## config.mk

```make
export PLATFORM = sky130hd
export DESIGN_NAME = dctq_accum8
export DESIGN_NICKNAME = d
export VERILOG_FILES = /design/src/rtl/dctq_accum8.sv
export SDC_FILE = /design/constraint.sdc
export NUM_CORES = 1
export LEC_CHECK = 0
export CORE_MARGIN = 2
export CORE_UTILIZATION = 55
export CTS_BUF_LIST = sky130_fd_sc_hd__clkbuf_8
export CTS_CLUSTER_SIZE = 20
export DETAILED_ROUTE_END_ITERATION = 12
export HOLD_SLACK_MARGIN = 0.02
export PLACE_DENSITY = 0.87
export SLEW_MARGIN = 20
export SYNTH_ARGS = -nofsm -noshare
export SYNTH_HDL_FRONTEND = slang
export SYNTH_SLANG_ARGS = --single-unit
```

## constraint.sdc

```tcl
create_clock -name clk -period 5 [get_ports clk]
set_clock_uncertainty 0.1 [all_clocks]
set_input_delay 1 -clock clk [delete_from_list [all_inputs] [get_ports clk]]
set_output_delay 1 -clock clk [all_outputs]
set_load 0.02 [all_outputs]
```

## src/rtl/dctq_accum8.sv

```systemverilog
// dctq_accum8: signed group accumulator with rounding quantizer.
// Sums GROUP products into one coefficient, then rounds, shifts and saturates.
module dctq_accum8 #(
    parameter int IN_W  = 19,
    parameter int GROUP = 8,
    parameter int SHIFT = 8,
    parameter int OUT_W = 11,
    localparam int ACC_W = IN_W + $clog2(GROUP)
) (
    input  logic                    clk,
    input  logic                    rst,
    input  logic                    in_valid,
    input  logic                    in_first,
    input  logic signed [IN_W-1:0]  in_data,
    output logic                    out_valid,
    output logic signed [ACC_W-1:0] out_sum,
    output logic signed [OUT_W-1:0] out_q,
    output logic                    out_sat,
    output logic                    grp_err
);

    localparam int CNT_W = $clog2(GROUP);
    localparam int AW1   = ACC_W + 1;
    localparam logic [CNT_W-1:0] CNT_LAST = CNT_W'(GROUP - 1);
    localparam logic signed [AW1-1:0] HALF  = AW1'(1) << (SHIFT - 1);
    localparam logic signed [AW1-1:0] Q_MAX = AW1'((1 << (OUT_W - 1)) - 1);
    localparam logic signed [AW1-1:0] Q_MIN = ~Q_MAX;

    logic [CNT_W-1:0]        cnt_q, cnt_d;
    logic signed [ACC_W-1:0] acc_q, acc_d;
    logic signed [ACC_W-1:0] sum_q, sum_d;
    logic signed [OUT_W-1:0] coef_q, coef_d;
    logic                    sat_q, sat_d;
    logic                    valid_q, valid_d;
    logic                    err_q, err_d;

    logic signed [ACC_W-1:0] samp;
    logic signed [ACC_W-1:0] nxt;
    logic                    start;
    logic                    last;
    logic signed [AW1-1:0]   sum_ext;
    logic signed [AW1-1:0]   rnd;
    logic signed [AW1-1:0]   r;
    logic                    hi;
    logic                    lo;

    // Running sum including the current sample; a new group restarts at it.
    always_comb begin
        samp  = {{(ACC_W - IN_W){in_data[IN_W-1]}}, in_data};
        start = (cnt_q == '0) || in_first;
        last  = (cnt_q == CNT_LAST) && !in_first;
        nxt   = start ? samp : acc_q + samp;
    end

    // Round half toward +inf, arithmetic shift, clip to the output range.
    always_comb begin
        sum_ext = {nxt[ACC_W-1], nxt};
        rnd     = sum_ext + HALF;
        r       = rnd >>> SHIFT;
        hi      = r > Q_MAX;
        lo      = r < Q_MIN;
        if (hi) begin
            coef_d = Q_MAX[OUT_W-1:0];
        end else if (lo) begin
            coef_d = Q_MIN[OUT_W-1:0];
        end else begin
            coef_d = r[OUT_W-1:0];
        end
        sat_d = hi || lo;
    end

    // Next-state for counter, accumulator and result registers.
    always_comb begin
        cnt_d   = cnt_q;
        acc_d   = acc_q;
        sum_d   = sum_q;
        valid_d = 1'b0;
        err_d   = 1'b0;
        if (in_valid) begin
            err_d = in_first && (cnt_q != '0);
            if (last) begin
                sum_d   = nxt;
                valid_d = 1'b1;
                acc_d   = '0;
                cnt_d   = '0;
            end else begin
                acc_d = nxt;
                cnt_d = in_first ? CNT_W'(1) : cnt_q + CNT_W'(1);
            end
        end
    end

    // Accumulation state, with reset dropping any partial group.
    always_ff @(posedge clk) begin
        if (rst) begin
            cnt_q <= '0;
            acc_q <= '0;
        end else begin
            cnt_q <= cnt_d;
            acc_q <= acc_d;
        end
    end

    // Result registers hold until the next group completes.
    always_ff @(posedge clk) begin
        if (rst) begin
            sum_q  <= '0;
            coef_q <= '0;
            sat_q  <= 1'b0;
        end else if (valid_d) begin
            sum_q  <= sum_d;
            coef_q <= coef_d;
            sat_q  <= sat_d;
        end
    end

    // Single-cycle result and abandoned-group pulses.
    always_ff @(posedge clk) begin
        if (rst) begin
            valid_q <= 1'b0;
            err_q   <= 1'b0;
        end else begin
            valid_q <= valid_d;
            err_q   <= err_d;
        end
    end

    assign out_valid = valid_q;
    assign out_sum   = sum_q;
    assign out_q     = coef_q;
    assign out_sat   = sat_q;
    assign grp_err   = err_q;

endmodule

```

# Yosys cells after proc, flatten, opt, wreduce, memory -nomap -nowiden
# Index checks and enable logic that the tools add are counted.
# word_totals
regBits	61
inputBits	23
out_inout_bits	36
wordCells	31
# op_classes
addsub	3
n_lt_le_gt_ge	2
n_eq_ne	1
muxes	8
bitwise_logic	1
n_reduce_logical	9
# ops
operator	count
2-to-1 mux 22 bit	2
adder 22 x 9 -> 23 bit, second input constant	1
adder 22 x 19 -> 22 bit	1
2-to-1 mux 11 bit	2
> comparator 15 x 11 -> 1 bit, second input constant	1
less-than comparator 15 x 11 -> 1 bit, second input constant	1
2-to-1 mux 3 bit	2
adder 3 x 1 -> 3 bit, second input constant	1
equality test 3 bit, second input constant	1
logical NOT 3 bit	1
AND reduction 3 bit	1
nonzero test 3 bit	1
logical AND 1 bit	2
logical OR 1 bit	2
2-to-1 mux 1 bit	2
OR reduction 2 bit	1
logical NOT 1 bit	1
NOT 1 bit	1

# Depth between registers and ports, before layout
# logic_depth
ltp_word	7
depth_mapped	18

# Worst setup path after synthesis
# OpenSTA, ideal clock, no wires.
# synth_path
path_kind	input to register
startpoint	in in_data[0]
endpoint	reg coef_q[0], in the netlist out_q[0]
setup_time_ps	141
arrival_ps	4142
required_time_ps	4759
path_slack_ps	618
cell_stages	15
n_path_buf	0
cell_sequence	ha_1 -> inv_1 -> fa_1 -> and2b_1 -> o2111ai_1 -> a211oi_1 -> nor4_1 -> o31ai_4 -> and4_4 -> nand4_4 -> a21boi_1 -> nor3_4 -> nand3_2 -> o31ai_4 -> a211oi_1
# synth_between
elab_chain_cells	6
# synth_rtl
element	line_no	source
from (decl)	14	input logic signed [IN_W-1:0] in_data,
adder 22 x 19 -> 22 bit	52	nxt = start ? samp : acc_q + samp;
2-to-1 mux 22 bit (*)	52	
adder 22 x 9 -> 23 bit (*)	58	rnd = sum_ext + HALF;
less-than comparator 15 x 11 -> 1 bit	61	lo = r < Q_MIN;
2-to-1 mux 11 bit	64	end else if (lo) begin
2-to-1 mux 11 bit (*)	62	if (hi) begin
to (signal assigned)	112	coef_q <= coef_d;
to (decl)	32	logic signed [OUT_W-1:0] coef_q, coef_d;
# Every way passes the cells marked *; elsewhere a longest branch is shown, timed or not.
# A chain may end at the register's enable or synchronous reset.

# Final worst setup path
# layout_path
startpoint	in in_data[0]
endpoint	reg coef_q[9], in the netlist out_q[9]
# Same word-level chain as after synthesis.

==> results_dict.tcl <==
set metrics [dict create \
    wl_um 12300 \
    yosys.cell_types.count 67 \
    clk_root_buffer_cell "sky130_fd_sc_hd__clkbuf_8" \
    ctsHtreeMaxLevel 3 \
    number_of_nets_with_antenna_violations_after_detailed_routing 0 \
    globalRouteTotalUtil 0.302 \
    worst_ep_required_time_ns 5.16 \
    wl_met3_um 751 \
    number_of_antenna_violations_at_the_first_check_in_global_routing 0 \
    io_buf_count 58 \
    achievable-frequency_ghz 0.210 \
    multiInputGateArea_um2 2700 \
    yosys_warnings 0 \
    dpl.hpwl_um 9050 \
    m1WireLength_um 5140 \
    area_of_the_die_um2 8160 \
    die_width_um 90.4 \
    totalPowerFinal_mw 1.26 \
    layoutNonFillerInstCount 713 \
    min_period_over_period 0.950 \
    setup.worst_path.class "in2reg" \
    synth-main-ff-cell "sky130_fd_sc_hd__dfxtp_1" \
    detailedRoute.firstIterationViolations 267 \
    tritoncts "done" \
    layout.filler_cells 589 \
    register_area_um2 1220 \
    finish.utilization 0.705 \
    biggest_fanout_along_the_worst_timing_path 10 \
    grt_pass1_vias 4267 \
    report.final.setup_viol 0 \
    cap_viol_max_count 0 \
    postSynthRegisterBits 61 \
    detail_route.drc_violations 0 \
    synth_enable_flop_cells 0 \
    status "finished, final reports clean" \
    initial_utilization 0.565 \
    per_instance_average_area_after_synthesis_um2 7.65 \
    min_delay_worst_endpoint "out_q[10]" \
    die_height_um 90.4 \
    most_common_cell_after_layout_fill_and_taps_aside "sky130_fd_sc_hd__nor2_1" \
    rsz0062_at_grt "false" \
    grt-ovfl-total 0 \
    cts.sink_count 61 \
    reg2reg_to "out_q[9]" \
    finalHoldViolCount 0 \
    hold_class "reg2reg" \
    crit_path_end_kind "flop" \
    mappedNetlistArea_um2 4100 \
    maximum_number_of_pins_on_one_net_before_global_route_repair 62 \
    peakVddDrop_v 0.000136 \
    yosysSeqAreaShare 0.298 \
    headroom_to_the_max_slew_limit 0.478 \
    synth_nets 585 \
    num_antenna_cells 0 \
    dp_slack_ns -0.146 \
    worst_slew_pin_slew_ns 0.776 \
    share_of_final_layout_standard_cells_stronger_than_drive_strength_1 0.125 \
    routed.top_layer "met4" \
    power.leakage_nw 2.01 \
    gp_routability_congestion 0.907 \
    num_vias 4383 \
    cts_inserted_buffers 9 \
    report.final.slew_viol_count 0 \
    setup_ws_ns 0.249 \
    wl_per_cell_um 17.3 \
    clock_path_buffers 2 \
    met2_length_um 5910 \
    crit_path_arrival_time_ns 4.91 \
    floorplan.core_area_um2 7250 \
    worst_setup_hold_path_clk_slew_ns 0.08 \
    grt_first_pass_wirelength_um 20100 \
    worstHoldStart "out_q[10]" \
    fin_crit_ns 4.75 \
    reg2regPathDepth 17 \
    dp.cells 697 \
    worst_setup_path_start_kind "input port" \
    critical_path.reg2reg.startpoint "acc_q[0]" \
    drtPass1Iterations 5 \
    rows 31 \
    setup.reg_to_reg.worst_slack_ns 1.02 \
    layout.cells.most_common_list "sky130_fd_sc_hd__nor2_1, sky130_fd_sc_hd__dfxtp_1, sky130_fd_sc_hd__clkdlybuf4s50_1" \
    min_delay_path_depth 2 \
    synth_cells 536 \
    synthArstFlopShare 0 \
    layout.nets 658 \
    via_per_inst 6.15 \
    clock_insertion_delay_worst_skew_ns 0.36 \
    synthToLayoutAreaGrowth_pct 24.7 \
    floorplan.io_pins 59 \
    power_per_cell_area_nw_per_um2 247 \
]
## power by group
group	internal, mW	leakage, nW	switching (mW)	total (mW)
Clock	0.181	0.0933	0.216	0.397
Sequential	0.499	0.496	0.00943	0.508
Combinational	0.144	1.42	0.211	0.355
Total	0.824	2.01	0.437	1.26
## cell type report
type | instances | share of cell area
timing repair buffer | 93 | 0.164
multi-input combinational | 429 | 0.528
inverter | 15 | 0.0110
clock buffer | 9 | 0.0242
clock inverter | 7 | 0.00978
tap | 99 | 0.0242
sequential | 61 | 0.239
## worst max path at each step
stage	from	end	slack, ns	cells past startpoint
after floorplan	in_data[0]	out_q[0]	0.62	15
after global placement	in_data[0]	out_q[0]	-0.01	18
after detailed placement	in_data[0]	out_q[8]	-0.15	17
after CTS	in_data[0]	out_q[9]	0.20	17
after global routing	in_data[0]	out_q[9]	0.00005	18
final	in_data[0]	out_q[9]	0.25	18
## worst max-delay path: stages
cell and delay [ns]:
sky130_fd_sc_hd__clkdlybuf4s50_1 0.49, sky130_fd_sc_hd__ha_1 0.17, sky130_fd_sc_hd__inv_1 0.06, sky130_fd_sc_hd__fa_1 0.38, sky130_fd_sc_hd__and2b_1 0.24, sky130_fd_sc_hd__o2111ai_1 0.21
sky130_fd_sc_hd__a21oi_2 0.25, sky130_fd_sc_hd__nor3_1 0.08, sky130_fd_sc_hd__o31ai_1 0.32, sky130_fd_sc_hd__buf_4 0.19, sky130_fd_sc_hd__nand3_1 0.08, sky130_fd_sc_hd__and4bb_1 0.34
sky130_fd_sc_hd__nand4_2 0.17, sky130_fd_sc_hd__xor2_1 0.24, sky130_fd_sc_hd__o31ai_4 0.18, sky130_fd_sc_hd__buf_4 0.20, sky130_fd_sc_hd__nand2_1 0.06, sky130_fd_sc_hd__a211oi_1 0.25
## logic make-up (layout without fill, tap and decap cells)
kind of cell    after synthesis  after routing  synth area share
simple gates                225            225             0.260
compound gates              156            156             0.266
flops                        61             61             0.298
buf+inv                      46            124            0.0470
fa+ha+maj                    26             26            0.0811
xor+xnor                     18             18            0.0384
mux                           4              4           0.00976
## through the flow
stage / cell area, um^2 / hold slack (ns) / setup TNS, ns
6_report: 5110 / 0.365 / 0
5_1_grt: 5110 / 0.406 / 0
4_1_cts: 5100 / 0.366 / 0
3_5_place_dp: 4930 / 0.355 / -1.25
3_3_place_gp: 4930 / 0.353 / -0.0766
2_1_floorplan: 4100 / 0.358 / 0
## Yosys cell counts (4+ instances only)
| cell type | n | area share |
|---|---|---|
| sky130_fd_sc_hd__dfxtp_1 | 61 | 0.30 |
| sky130_fd_sc_hd__xor2_1 | 4 | 0.0085 |
| sky130_fd_sc_hd__or2_2 | 6 | 0.0092 |
| sky130_fd_sc_hd__o21ai_0 | 14 | 0.017 |
| sky130_fd_sc_hd__and2_1 | 6 | 0.0092 |
| sky130_fd_sc_hd__buf_2 | 10 | 0.012 |
| sky130_fd_sc_hd__o211ai_1 | 6 | 0.011 |
| sky130_fd_sc_hd__o31ai_1 | 8 | 0.015 |
| sky130_fd_sc_hd__ha_1 | 25 | 0.076 |
| sky130_fd_sc_hd__a21oi_1 | 50 | 0.061 |
| sky130_fd_sc_hd__nor2b_1 | 5 | 0.0076 |
| sky130_fd_sc_hd__nand3_1 | 9 | 0.011 |
| sky130_fd_sc_hd__xnor2_1 | 14 | 0.030 |
| sky130_fd_sc_hd__nand2_1 | 47 | 0.043 |
| sky130_fd_sc_hd__inv_1 | 13 | 0.012 |
| sky130_fd_sc_hd__a31oi_1 | 4 | 0.0061 |
| sky130_fd_sc_hd__mux2i_1 | 4 | 0.0098 |
| sky130_fd_sc_hd__o21a_1 | 4 | 0.0073 |
| sky130_fd_sc_hd__nand4_1 | 8 | 0.012 |
| sky130_fd_sc_hd__nor3_1 | 20 | 0.024 |
| sky130_fd_sc_hd__a21o_1 | 7 | 0.013 |
| sky130_fd_sc_hd__clkbuf_1 | 20 | 0.018 |
| sky130_fd_sc_hd__nor2_1 | 101 | 0.092 |
| sky130_fd_sc_hd__a211oi_1 | 21 | 0.038 |
| sky130_fd_sc_hd__a22oi_1 | 13 | 0.024 |
## state kept, by name (all words and copies together), names as in the netlist
signal / cells
out_q: 11
cnt_q: 3
out_sum: 22
grp_err: 1
out_sat: 1
out_valid: 1
acc_q: 22
## per-layer routing
layer / vias to the layer above / global-route usage
met5: - / 0
met4: 0 / 0.147
met3: 52 / 0.0551
met2: 192 / 0.528
met1: 2056 / 0.357
li1: 2083 / -
## what timing repair did
action,4_1_cts,5_1_grt
buffers inserted,0,0
hold buffers,0,0
resized for setup,0,2
setup endpoints to repair,0,9
(Power assumes the default switching activity.)
